### src/rtl/axis_matmul_nxn.sv
// rtl/axis_matmul_nxn.sv - streaming NxN unsigned matrix multiplier using outer-product accumulation
//
// Purpose:
//   Input beat k carries column k of A and row k of B. Every accepted beat adds
//   the outer product a x b into an NxN accumulator. When the frame ends, C = A x B
//   is sent out one row per output beat, and the block then returns to IDLE.
//
// Ports:
//   clk             single clock, rising edge
//   rst             asynchronous active-low reset
//   s_axis_tvalid   input beat valid
//   s_axis_tdata    a_i at [i*DW +: DW], b_j at [(N+j)*DW +: DW]
//   s_axis_tlast    final input beat of a matrix pair
//   s_axis_tready   high in IDLE/ACCUM, low while draining and during reset
//   m_axis_tvalid   output row valid
//   m_axis_tdata    C[r][j] at [j*AW +: AW]
//   m_axis_tlast    high on row N-1 only
//   m_axis_tready   downstream ready
//   frame_err       sticky; set by early tlast or a missing tlast; cleared only by reset
//
// Build option:
//   AXIS_MATMUL_SAT_EN  defined   -> each accumulate saturates at 2^AW-1
//                       undefined -> each accumulate wraps modulo 2^AW

module axis_matmul_nxn #(
   parameter int N  = 2,
   parameter int DW = 4,
   parameter int AW = 16
) (
   input  logic              clk,
   input  logic              rst,
   input  logic              s_axis_tvalid,
   input  logic [2*N*DW-1:0] s_axis_tdata,
   input  logic              s_axis_tlast,
   output logic              s_axis_tready,
   output logic              m_axis_tvalid,
   output logic [N*AW-1:0]   m_axis_tdata,
   output logic              m_axis_tlast,
   input  logic              m_axis_tready,
   output logic              frame_err
);

   localparam int KW = $clog2(N);
   localparam int PW = 2 * DW;
   // Sum width is wide enough to hold the accumulator plus a full product with carry.
   localparam int SW = ((PW > AW) ? PW : AW) + 1;
   localparam logic [KW-1:0] LAST_IDX = KW'(N - 1);

   typedef enum logic [1:0] {IDLE, ACCUM, DRAIN} state_t;

   state_t          state;
   logic [KW-1:0]   k;
   logic [KW-1:0]   r;
   logic [KW-1:0]   r_inc;
   logic [AW-1:0]   acc     [N][N];
   logic [AW-1:0]   acc_nxt [N][N];
   logic [N*AW-1:0] row_first;
   logic [N*AW-1:0] row_next;
   logic            s_hs;
   logic            m_hs;
   logic            frame_end;
   logic            frame_bad;

   // Add one full-width product into one accumulator element.
   function automatic logic [AW-1:0] acc_add(input logic [AW-1:0] a, input logic [PW-1:0] p);
`ifdef AXIS_MATMUL_SAT_EN
      logic [SW-1:0] s;
      s = SW'(a) + SW'(p);
      if (s[SW-1:AW] != '0) begin
         return '1;
      end
      return s[AW-1:0];
`else
      return a + AW'(p);
`endif
   endfunction

   assign s_hs = s_axis_tvalid & s_axis_tready;
   assign m_hs = m_axis_tvalid & m_axis_tready;

   // The frame closes on tlast or on the Nth beat, whichever comes first.
   // A mismatch between those two conditions is a framing error.
   assign frame_end = s_hs & (s_axis_tlast | (k == LAST_IDX));
   assign frame_bad = s_hs & (s_axis_tlast ^ (k == LAST_IDX));

   assign r_inc = (r == LAST_IDX) ? '0 : r + KW'(1);

   // Accumulator contents after the current beat is accepted.
   always_comb begin
      for (int i = 0; i < N; i++) begin
         for (int j = 0; j < N; j++) begin
            acc_nxt[i][j] = acc[i][j];
            if (s_hs) begin
               acc_nxt[i][j] = acc_add(acc[i][j],
                                       PW'(s_axis_tdata[i*DW +: DW]) *
                                       PW'(s_axis_tdata[(N+j)*DW +: DW]));
            end
         end
      end
   end

   // row_first includes the frame-ending beat, so row 0 can be registered on the
   // same edge that enters DRAIN. This gives the one-cycle output latency.
   always_comb begin
      row_first = '0;
      row_next  = '0;
      for (int j = 0; j < N; j++) begin
         row_first[j*AW +: AW] = acc_nxt[0][j];
         row_next[j*AW +: AW]  = acc[r_inc][j];
      end
   end

   always_ff @(posedge clk or negedge rst) begin
      if (!rst) begin
         state         <= IDLE;
         k             <= '0;
         r             <= '0;
         frame_err     <= 1'b0;
         s_axis_tready <= 1'b0;
         m_axis_tvalid <= 1'b0;
         m_axis_tlast  <= 1'b0;
         m_axis_tdata  <= '0;
         for (int i = 0; i < N; i++) begin
            for (int j = 0; j < N; j++) begin
               acc[i][j] <= '0;
            end
         end
      end else begin
         case (state)
            IDLE, ACCUM: begin
               s_axis_tready <= 1'b1;
               if (s_hs) begin
                  for (int i = 0; i < N; i++) begin
                     for (int j = 0; j < N; j++) begin
                        acc[i][j] <= acc_nxt[i][j];
                     end
                  end
                  if (frame_bad) begin
                     frame_err <= 1'b1;
                  end
                  if (frame_end) begin
                     // Columns that were not sent stay zero in acc.
                     state         <= DRAIN;
                     k             <= '0;
                     r             <= '0;
                     s_axis_tready <= 1'b0;
                     m_axis_tvalid <= 1'b1;
                     m_axis_tdata  <= row_first;
                     m_axis_tlast  <= 1'b0;
                  end else begin
                     state <= ACCUM;
                     k     <= k + KW'(1);
                  end
               end
            end

            DRAIN: begin
               // Data and last are registered, so they hold while the sink stalls.
               if (m_hs) begin
                  if (r == LAST_IDX) begin
                     state         <= IDLE;
                     k             <= '0;
                     r             <= '0;
                     s_axis_tready <= 1'b1;
                     m_axis_tvalid <= 1'b0;
                     m_axis_tlast  <= 1'b0;
                     m_axis_tdata  <= '0;
                     for (int i = 0; i < N; i++) begin
                        for (int j = 0; j < N; j++) begin
                           acc[i][j] <= '0;
                        end
                     end
                  end else begin
                     r            <= r_inc;
                     m_axis_tdata <= row_next;
                     m_axis_tlast <= (r_inc == LAST_IDX);
                  end
               end
            end

            default: begin
               state <= IDLE;
            end
         endcase
      end
   end

endmodule

### config.mk
export PLATFORM = sky130hd
export DESIGN_NAME = axis_matmul_nxn
export DESIGN_NICKNAME = d
export VERILOG_FILES = /design/src/rtl/axis_matmul_nxn.sv
export SDC_FILE = /design/constraint.sdc
export NUM_CORES = 1
export LEC_CHECK = 0
export CORE_AREA = 2 2 121 123
export DETAILED_ROUTE_END_ITERATION = 8
export DIE_AREA = 0 0 123 125
export PLACE_DENSITY_LB_ADDON = 0.2
export SKIP_LAST_GASP = 1
export SYNTH_ARGS = -nofsm -noshare
export SYNTH_HDL_FRONTEND = slang
export SYNTH_SLANG_ARGS = --single-unit
### constraint.sdc
create_clock -name clk -period 3.3 [get_ports clk]
set_clock_uncertainty 0.1 [all_clocks]
set_input_delay 0.33 -clock clk [delete_from_list [all_inputs] [get_ports clk]]
set_output_delay 0.33 -clock clk [all_outputs]
set_load 0.01 [all_outputs]
### Word-level counts from Yosys, hierarchy flattened

Cells that the tools add are included.

| cells by class | value |
|---|---|
| add/subtract/negate cells | 6 |
| multipliers | 4 |
| magnitude comparators | 1 |
| equal/unequal tests | 6 |
| muxes and demuxes | 36 |
| bitwise logic cells | 7 |
| reduce and logical (&&, ||, !) cells | 9 |

Operator list:

| cell | number |
|---|---|
| two-way mux 32 bit | 7 |
| two-way mux 64 bit | 3 |
| one-hot mux 64 bit (2 select lines) | 1 |
| adder 16 x 8 -> 16 bit | 4 |
| one-hot mux 32 bit (2 select lines) | 1 |
| multiplier 4 x 4 -> 8 bit | 4 |
| two-way mux 1 bit | 15 |
| AND reduction 3 bit | 3 |
| two-way mux 2 bit | 4 |
| != test 2 bit, second input constant | 4 |
| one-hot mux 1 bit (2 select lines) | 4 |
| AND reduction 4 bit | 2 |
| AND reduction 5 bit | 1 |
| bitwise AND 1 bit | 4 |
| one-hot mux 2 bit (2 select lines) | 1 |
| adder 1 bit, second input constant | 2 |
| equality test 2 x 1 -> 1 bit, second input constant | 1 |
| equality test 2 bit, second input constant | 1 |
| greater-or-equal comparator 2 bit, second input constant | 1 |
| logical NOT 2 bit | 1 |
| inverter 1 -> 2 bit | 1 |
| nonzero test 2 bit | 1 |
| OR reduction 2 bit | 1 |
| OR 1 bit | 1 |
| bitwise XOR 1 bit | 1 |

| word-level totals | value |
|---|---|
| bits in registers | 103 |
| input port bits | 21 |
| word-level logic and storage cells | 80 |

### Depth between registers and ports, before layout

Gate-level depths: netlist of run 1.

| logic depth | value |
|---|---|
| depth after elaboration | 9 |
| mapped depth | 14 |
| mapped depth without buffers | 14 |

### Worst setup path before layout of run 1

Ideal clock, no wire load.

| path | value |
|---|---|
| path type | input -> register |
| start point | input port s_axis_tdata[11] |
| end point | register m_axis_tdata[11] |
| arrival time | 3375 ps |
| required time | 3074 ps |
| slack | -301 ps |
| stages on the path | 12 |
| path buffers | 0 |
| cells stage by stage | nand2_1 > fa_1 > fa_1 > fa_1 > inv_1 > ha_1 > nor2b_2 > o31ai_4 > a31oi_4 > nand3_2 > and3_1 > o32a_1 |

| on the way | value |
|---|---|
| longest elaborated chain between the ends | 5 |

RTL lines:

| element | RTL line | source |
|---|---|---|
| start, declared | 33 | `input logic [2*N*DW-1:0] s_axis_tdata,` |
| multiplier 4 x 4 -> 8 bit | 95 | `PW'(s_axis_tdata[i*DW +: DW]) *` |
| adder 16 x 8 -> 16 bit | 74 | `return a + AW'(p);` |
| two-way mux 32 bit | 141 | `if (frame_end) begin` |
| two-way mux 32 bit | 132 | `if (s_hs) begin` |
| one-hot mux 32 bit (2 select lines) | 129 | `case (state)` |
| end signal, assigned | 148 | `m_axis_tdata <= row_first;` |
| end signal, assigned | 175 | `m_axis_tdata <= row_next;` |
| end, declared | 37 | `output logic [N*AW-1:0] m_axis_tdata,` |

No other way between the ends. The select of a mux whose other input is x is not followed.
A chain may end at the register's enable or synchronous reset.

### Final worst setup path of run 1

| path | value |
|---|---|
| start point | input port s_axis_tdata[11] |
| end point | register acc[24] in the netlist's numbering |

| on the way | value |
|---|---|
| longest elaborated chain between the ends | 4 |

RTL lines:

| element | RTL line | source |
|---|---|---|
| multiplier 4 x 4 -> 8 bit | 95 |  |
| adder 16 x 8 -> 16 bit | 74 |  |
| two-way mux 64 bit | 132 |  |
| one-hot mux 64 bit (2 select lines) | 129 |  |
| end signal, assigned by index | 135 | `acc[i][j] <= acc_nxt[i][j];` |
| end, declared | 55 | `logic [AW-1:0] acc [N][N];` |

No other way between the ends. The select of a mux whose other input is x is not followed.

==> results.py, run 1 <==
metrics = {
    "run_status": {
        "outcome": "complete, but fails checks",
        "violations": "negative setup slack",
    },
    "setup_path": {
        "worstPathRequired_ps": 3440,
        "cpMaxStageDelayCell": "fa_1",
        "path_max_fanout": 5,
        "worst_setup_path_end_kind": "flop",
        "r2r_start": "acc[50]$_DFFE_PN0P_",
        "setup.worst_path.class": "in2reg",
        "cp.arrival_ps": 3500,
        "critPathLaunchType": "primary input",
        "crit_chain": "buf_8, buf_6, and2_4, fa_1, ha_1, inv_2, fa_1, inv_2, ha_4, a21o_1, a21oi_2, a21boi_2, o21a_1, or3_1, a32o_1",
        "slowest_delay_ps": 530,
        "startpoint": "s_axis_tdata[11]",
    },
    "clock_tree": {
        "numCtsBuffers": 9,
        "cts_sinks": 103,
        "clk_latency_ps": 350,
        "cts_root_buffer": "clkbuf_16",
        "path_clk_slew_ps": 70,
        "cts_tree": "built",
        "htreeDepth": 3,
        "clockBufferDepth": 2,
    },
    "sta": {
        "setup_viol": 2,
        "rsz0062_at_grt": "yes",
        "drv_slew": 0,
        "slew-limit-headroom": 0.243,
        "final-hold-violation-count": 0,
        "period_share": 1.02,
        "fmax_mhz": 298,
        "period_minus_slack_ps": 3350,
        "finalWorstSetupSlack_ps": -51.9,
        "worst_pin_slew_ps": 1130,
        "setup_tns_ps": -70.6,
    },
    "finish": {
        "final_layout_size_suffix_gt1_frac": 0.213,
        "filler_cell_count": 1057,
        "final_cell_mix": "114 x inv_1, 103 x dfrtp_1, 94 x buf_4",
        "final_common_cell": "inv_1",
        "area_growth_pct": 27.1,
        "nets": 1182,
        "diodes": 0,
    },
    "global_route": {
        "grt_usage": 0.280,
        "grt_pass1_vias": 7090,
        "grt_max_degree": 55,
        "antenna_found_initial": 0,
        "grt_pass1_wl_mm": 34.0,
        "gr-total-overflow": 0,
    },
    "route": {
        "dr_wl_met3_um": 891,
        "drc": 0,
        "routed_wl_mm": 20.7,
        "ant_nets": 0,
        "wl_met1_mm": 8.83,
        "drtPass1Iterations": 7,
        "routedWlPerCell_um": 16.7,
        "dr_wl_met2_mm": 10.6,
        "viasPerCell": 5.62,
        "drtIter0Drc": 332,
        "topRoutingLayerUsed": "met4",
        "vias": 6969,
    },
    "power": {
        "power_uw": 7900,
        "power_density_nw_per_um2": 775,
        "power.leakage_uw": 0.00484,
        "ir_worst_vdd_mv": 0.561,
    },
    "placed_design": {
        "dpl.hpwl_mm": 14.8,
        "place_ws_ps": -957,
        "io_buffers": 56,
        "gp_congestion": 0.873,
    },
    "hold_path": {
        "hp-class": "reg2reg",
        "hold_start": "frame_err$_DFFE_PN0P_",
    },
    "synth": {
        "synth_edf_count": 0,
        "netlist_instances": 922,
        "ys_seq_area_frac": 0.321,
        "syn_area_um2": 8020,
        "syn_nets": 1052,
        "yosysWarningCount": 0,
        "ys_async_sr_fraction": 1.00,
        "syn_avg_cell_area_um2": 8.70,
        "ys.flop_type": "dfrtp_1",
        "ys_ff_latch": 103,
        "ys_types": 62,
    },
    "die": {
        "start_util": 0.565,
        "rows": 44,
        "io_pins": 57,
        "die_w_um": 123,
        "die_area_um2": 15400,
        "core_area_um2": 14200,
        "die_h_um": 125,
    },
    "job": {
        "cap_violations": 0,
    },
}
==> final cells by class <==
class,instances,area (um2),share of cell area
multi-input cells,663,5310,0.521
repair buffers,153,1320,0.130
inverters,122,458,0.0449
clock buffers,12,246,0.0242
flip-flops and latches,103,2580,0.253
clock inverters,4,52.6,0.00516
well taps,184,230,0.0226
==> Yosys cell counts, types with 6 or more instances <==
cell / number / share of area
xor2_1: 16 / 0.017
o32ai_1: 9 / 0.0098
nand3_1: 23 / 0.014
and3_1: 10 / 0.0078
nor3_1: 7 / 0.0044
a21oi_1: 79 / 0.049
xnor2_1: 14 / 0.015
buf_2: 15 / 0.0094
inv_1: 122 / 0.057
a31oi_1: 25 / 0.020
o31ai_1: 6 / 0.0056
clkbuf_1: 12 / 0.0056
dfrtp_1: 103 / 0.32
nand2b_1: 10 / 0.0078
o22ai_1: 11 / 0.0086
nor2b_1: 6 / 0.0047
fa_1: 36 / 0.090
ha_1: 73 / 0.11
nand2_1: 95 / 0.044
and2_1: 50 / 0.039
nor2_1: 55 / 0.026
o21ai_0: 53 / 0.033
a21o_1: 14 / 0.013
==> flip-flops by register name, indices dropped and copies added (netlist names) <==
name / flops
k: 1
s_axis_tready: 1
frame_err: 1
state: 2
r: 1
m_axis_tdata: 32
acc: 64
m_axis_tvalid: 1
==> per-stage QoR <==
stage / cell area (um2) / std cells / util / hold WS, ps
after floorplan: 8180 / 922 / - / -65.6
after global placement: 9440 / 1211 / 0.664 / 310
after detailed placement: 9440 / 1211 / 0.664 / 313
after CTS: 9980 / 1235 / 0.703 / 359
after global routing: 10200 / 1241 / 0.718 / 388
final: 10200 / 1241 / 0.718 / 354
==> layer usage <==
metal,vias up,GRT usage
li1,3388,-
met1,3402,0.359
met2,150,0.492
met3,29,0.0470
met4,0,0.0689
met5,-,0
==> worst paths after layout <==
kind	to	slack, ps	cells past startpoint
min in group asynchronous	acc[62]$_DFFE_PN0P_	440	2
max	acc[24]$_DFFE_PN0P_	-50	15
max in group asynchronous	acc[33]$_DFFE_PN0P_	1930	3
max reg2reg	m_axis_tdata[11]$_DFFE_PN0P_	500	9
min reg2reg	frame_err$_DFFE_PN0P_	350	1
min	frame_err$_DFFE_PN0P_	350	1
==> where the power goes <==
| group | internal [uW] | total, uW | switching, uW | leakage [uW] |
|---|---|---|---|---|
| Combinational | 2180 | 4830 | 2650 | 0.00337 |
| Clock | 613 | 1100 | 490 | 0.000147 |
| Sequential | 1650 | 1970 | 314 | 0.00133 |
| Total | 4450 | 7900 | 3460 | 0.00484 |
==> logic make-up (layout without fill, tap and decap cells) <==
logic type,after synthesis,in the layout,share of synthesized area
AO/OA/AOI/OAI,239,239,0.187
XOR/XNOR,30,30,0.0328
adder cells (fa/ha/maj),109,109,0.204
buffers and inverters,156,291,0.0802
flip-flops,103,103,0.321
multiplexers,2,2,0.00250
AND/OR/NAND/NOR,283,283,0.173
==> worst max-delay path: cells and delay by family <==
kind	cells	cell delay [ps]
fa+ha+maj	4	1540
compound gates	5	870
simple gates	2	430
buf+inv	4	320
==> what timing repair did <==
item,CTS,global route
hold buffers,1,0
buffers inserted,9,9
pin swaps,53,57
resized for setup,118,48
endpoints found under the setup margin,74,38
endpoints found under the hold margin,49,0
No activity file was read; power rests on OpenSTA's default activity.
==> run 2: changes to the inputs <==
--- a/config.mk
+++ b/config.mk
@@ -6,4 +6,5 @@
 export NUM_CORES = 1
 export LEC_CHECK = 0
+export CAP_MARGIN = 20
 export CORE_AREA = 2 2 121 123
 export DETAILED_ROUTE_END_ITERATION = 8
==> constraint.sdc (replaced) <==
create_clock -name clk -period 3.3 [get_ports clk]
set_clock_uncertainty 0.1 [all_clocks]
set_input_delay 0.495 -clock clk [delete_from_list [all_inputs] [get_ports clk]]
set_output_delay 0.495 -clock clk [all_outputs]
set_load 0.01 [all_outputs]
==> results.py, run 2 (synthesis gave the netlist of run 1 again) <==
metrics = {
    "finish": {
        "regMostFlops": "acc",
        "area_growth_pct": 38.9,
        "final_cell_mix": "103 x inv_1, 103 x dfrtp_1, 98 x buf_4",
        "diodes": 0,
        "final_cells": 1273,
        "reg_top3": "acc: 64 flops, m_axis_tdata: 32 flops, state: 2 flops",
        "nets": 1215,
        "final_layout_size_suffix_gt1_frac": 0.308,
        "largest_reg_flops": 64,
    },
    "global_route": {
        "antenna_found_initial": 0,
        "gr-total-overflow": 0,
        "grt_pass1_wl_mm": 37.5,
        "grt_max_degree": 59,
        "grt_pass1_vias": 7485,
        "grt_usage": 0.311,
    },
    "sta": {
        "drv_slew": 0,
        "fmax_mhz": 284,
        "rsz0062_at_grt": "yes",
        "period_minus_slack_ps": 3520,
        "worst_pin_slew_ps": 841,
        "setup_tns_ps": -3770,
        "finalWorstSetupSlack_ps": -222,
        "period_share": 1.07,
        "final-hold-violation-count": 0,
        "setup_viol": 39,
        "slew-limit-headroom": 0.440,
    },
    "clock_tree": {
        "htreeDepth": 3,
        "numCtsBuffers": 9,
        "cts_sinks": 103,
        "cts_tree": "built",
        "clk_latency_ps": 370,
        "clockBufferDepth": 2,
        "path_clk_slew_ps": 70,
        "ctsHoldBuffers": 0,
        "cts_root_buffer": "clkbuf_16",
    },
    "placed_design": {
        "io_buffers": 56,
        "dpl.hpwl_mm": 15.3,
        "gp_congestion": 0.889,
        "dp_cells": 1223,
        "place_ws_ps": -1180,
    },
    "power": {
        "power.leakage_uw": 0.00515,
        "ir_worst_vdd_mv": 0.596,
        "power_density_nw_per_um2": 783,
    },
    "die": {
        "die_w_um": 123,
        "die_h_um": 125,
        "io_pins": 57,
        "start_util": 0.565,
        "rows": 44,
        "die_area_um2": 15400,
        "core_area_um2": 14200,
    },
    "setup_path": {
        "worst_setup_path_end_kind": "flop",
        "cpMaxStageDelayCell": "fa_1",
        "cp_top_family": "adder cells",
        "reg2reg_depth": 10,
        "r2r_slack_ps": 470,
        "setup.worst_path.class": "in2reg",
        "slowest_delay_ps": 550,
        "crit_cells": 15,
        "cp.arrival_ps": 3680,
        "critPathLaunchType": "primary input",
        "critPathBufInv": 4,
        "worstPathRequired_ps": 3460,
        "path_max_fanout": 4,
        "crit_chain": "buf_8, buf_6, and2_4, fa_1, ha_2, inv_2, fa_1, inv_2, ha_4, a21oi_4, o21ai_1, o21ai_1, a21o_1, xnor2_1, a221o_1",
    },
    "run_status": {
        "violations": "negative setup slack",
        "outcome": "complete, but fails checks",
    },
    "route": {
        "ant_nets": 0,
        "drc": 0,
        "drtIter0Drc": 739,
        "routed_wl_mm": 24.7,
        "vias": 7581,
        "viasPerCell": 5.96,
        "routedWlPerCell_um": 19.4,
        "drtPass1Iterations": 6,
    },
    "job": {
        "cap_violations": 0,
    },
    "hold_path": {
        "hp-class": "in2async",
    },
}
## run 2: path summary, 6_finish.rpt
kind	startpoint	endpoint
worst max register to register	acc[38]$_DFFE_PN0P_	m_axis_tdata[28]$_DFFE_PN0P_
max in group asynchronous	rst	acc[19]$_DFFE_PN0P_
min in group clk	frame_err$_DFFE_PN0P_	frame_err$_DFFE_PN0P_
worst max-delay path	s_axis_tdata[15]	m_axis_tdata[28]$_DFFE_PN0P_
worst min-delay path	rst	s_axis_tready$_DFFE_PN0P_
worst min register to register	frame_err$_DFFE_PN0P_	frame_err$_DFFE_PN0P_
## run 2: metrics by stage
step	instance area [um2]	total power [uW]	hold slack [ps]	util
after global routing	11100	9280	147	0.784
after floorplan	8320	4870	99.4	-
after global placement	9680	6440	351	0.682
final	11100	8720	77.0	0.784
after detailed placement	9680	6550	374	0.682
after CTS	10700	8080	111	0.752
## run 2: metal layers
metal  vias up  part of all wire  global-route usage
li1       3455                 -                   -
met1      3753              0.40               0.406
met2       292              0.51               0.518
met3        81             0.058              0.0552
met4         0             0.035               0.108
met5         -                 0                   0
## run 2: timing repair
action | CTS | global route
gates cloned | 0 | 0
pin swaps | 106 | 90
buffers inserted | 27 | 19
resized for setup | 196 | 97
setup endpoints to repair | 78 | 65
## run 2: cell type report
type,instances,area (um2)
Sequential cell,103,2580
Tap cell,184,230
Clock buffer,10,239
Inverter,122,458
Fill cell,891,3070
Multi-Input combinational cell,663,5850
Timing Repair Buffer,186,1740
Clock inverter,5,41.3
## run 2: where the power goes
group	internal, uW	switching, uW
clock	540	534
combinational	2540	3110
sequential	1650	345
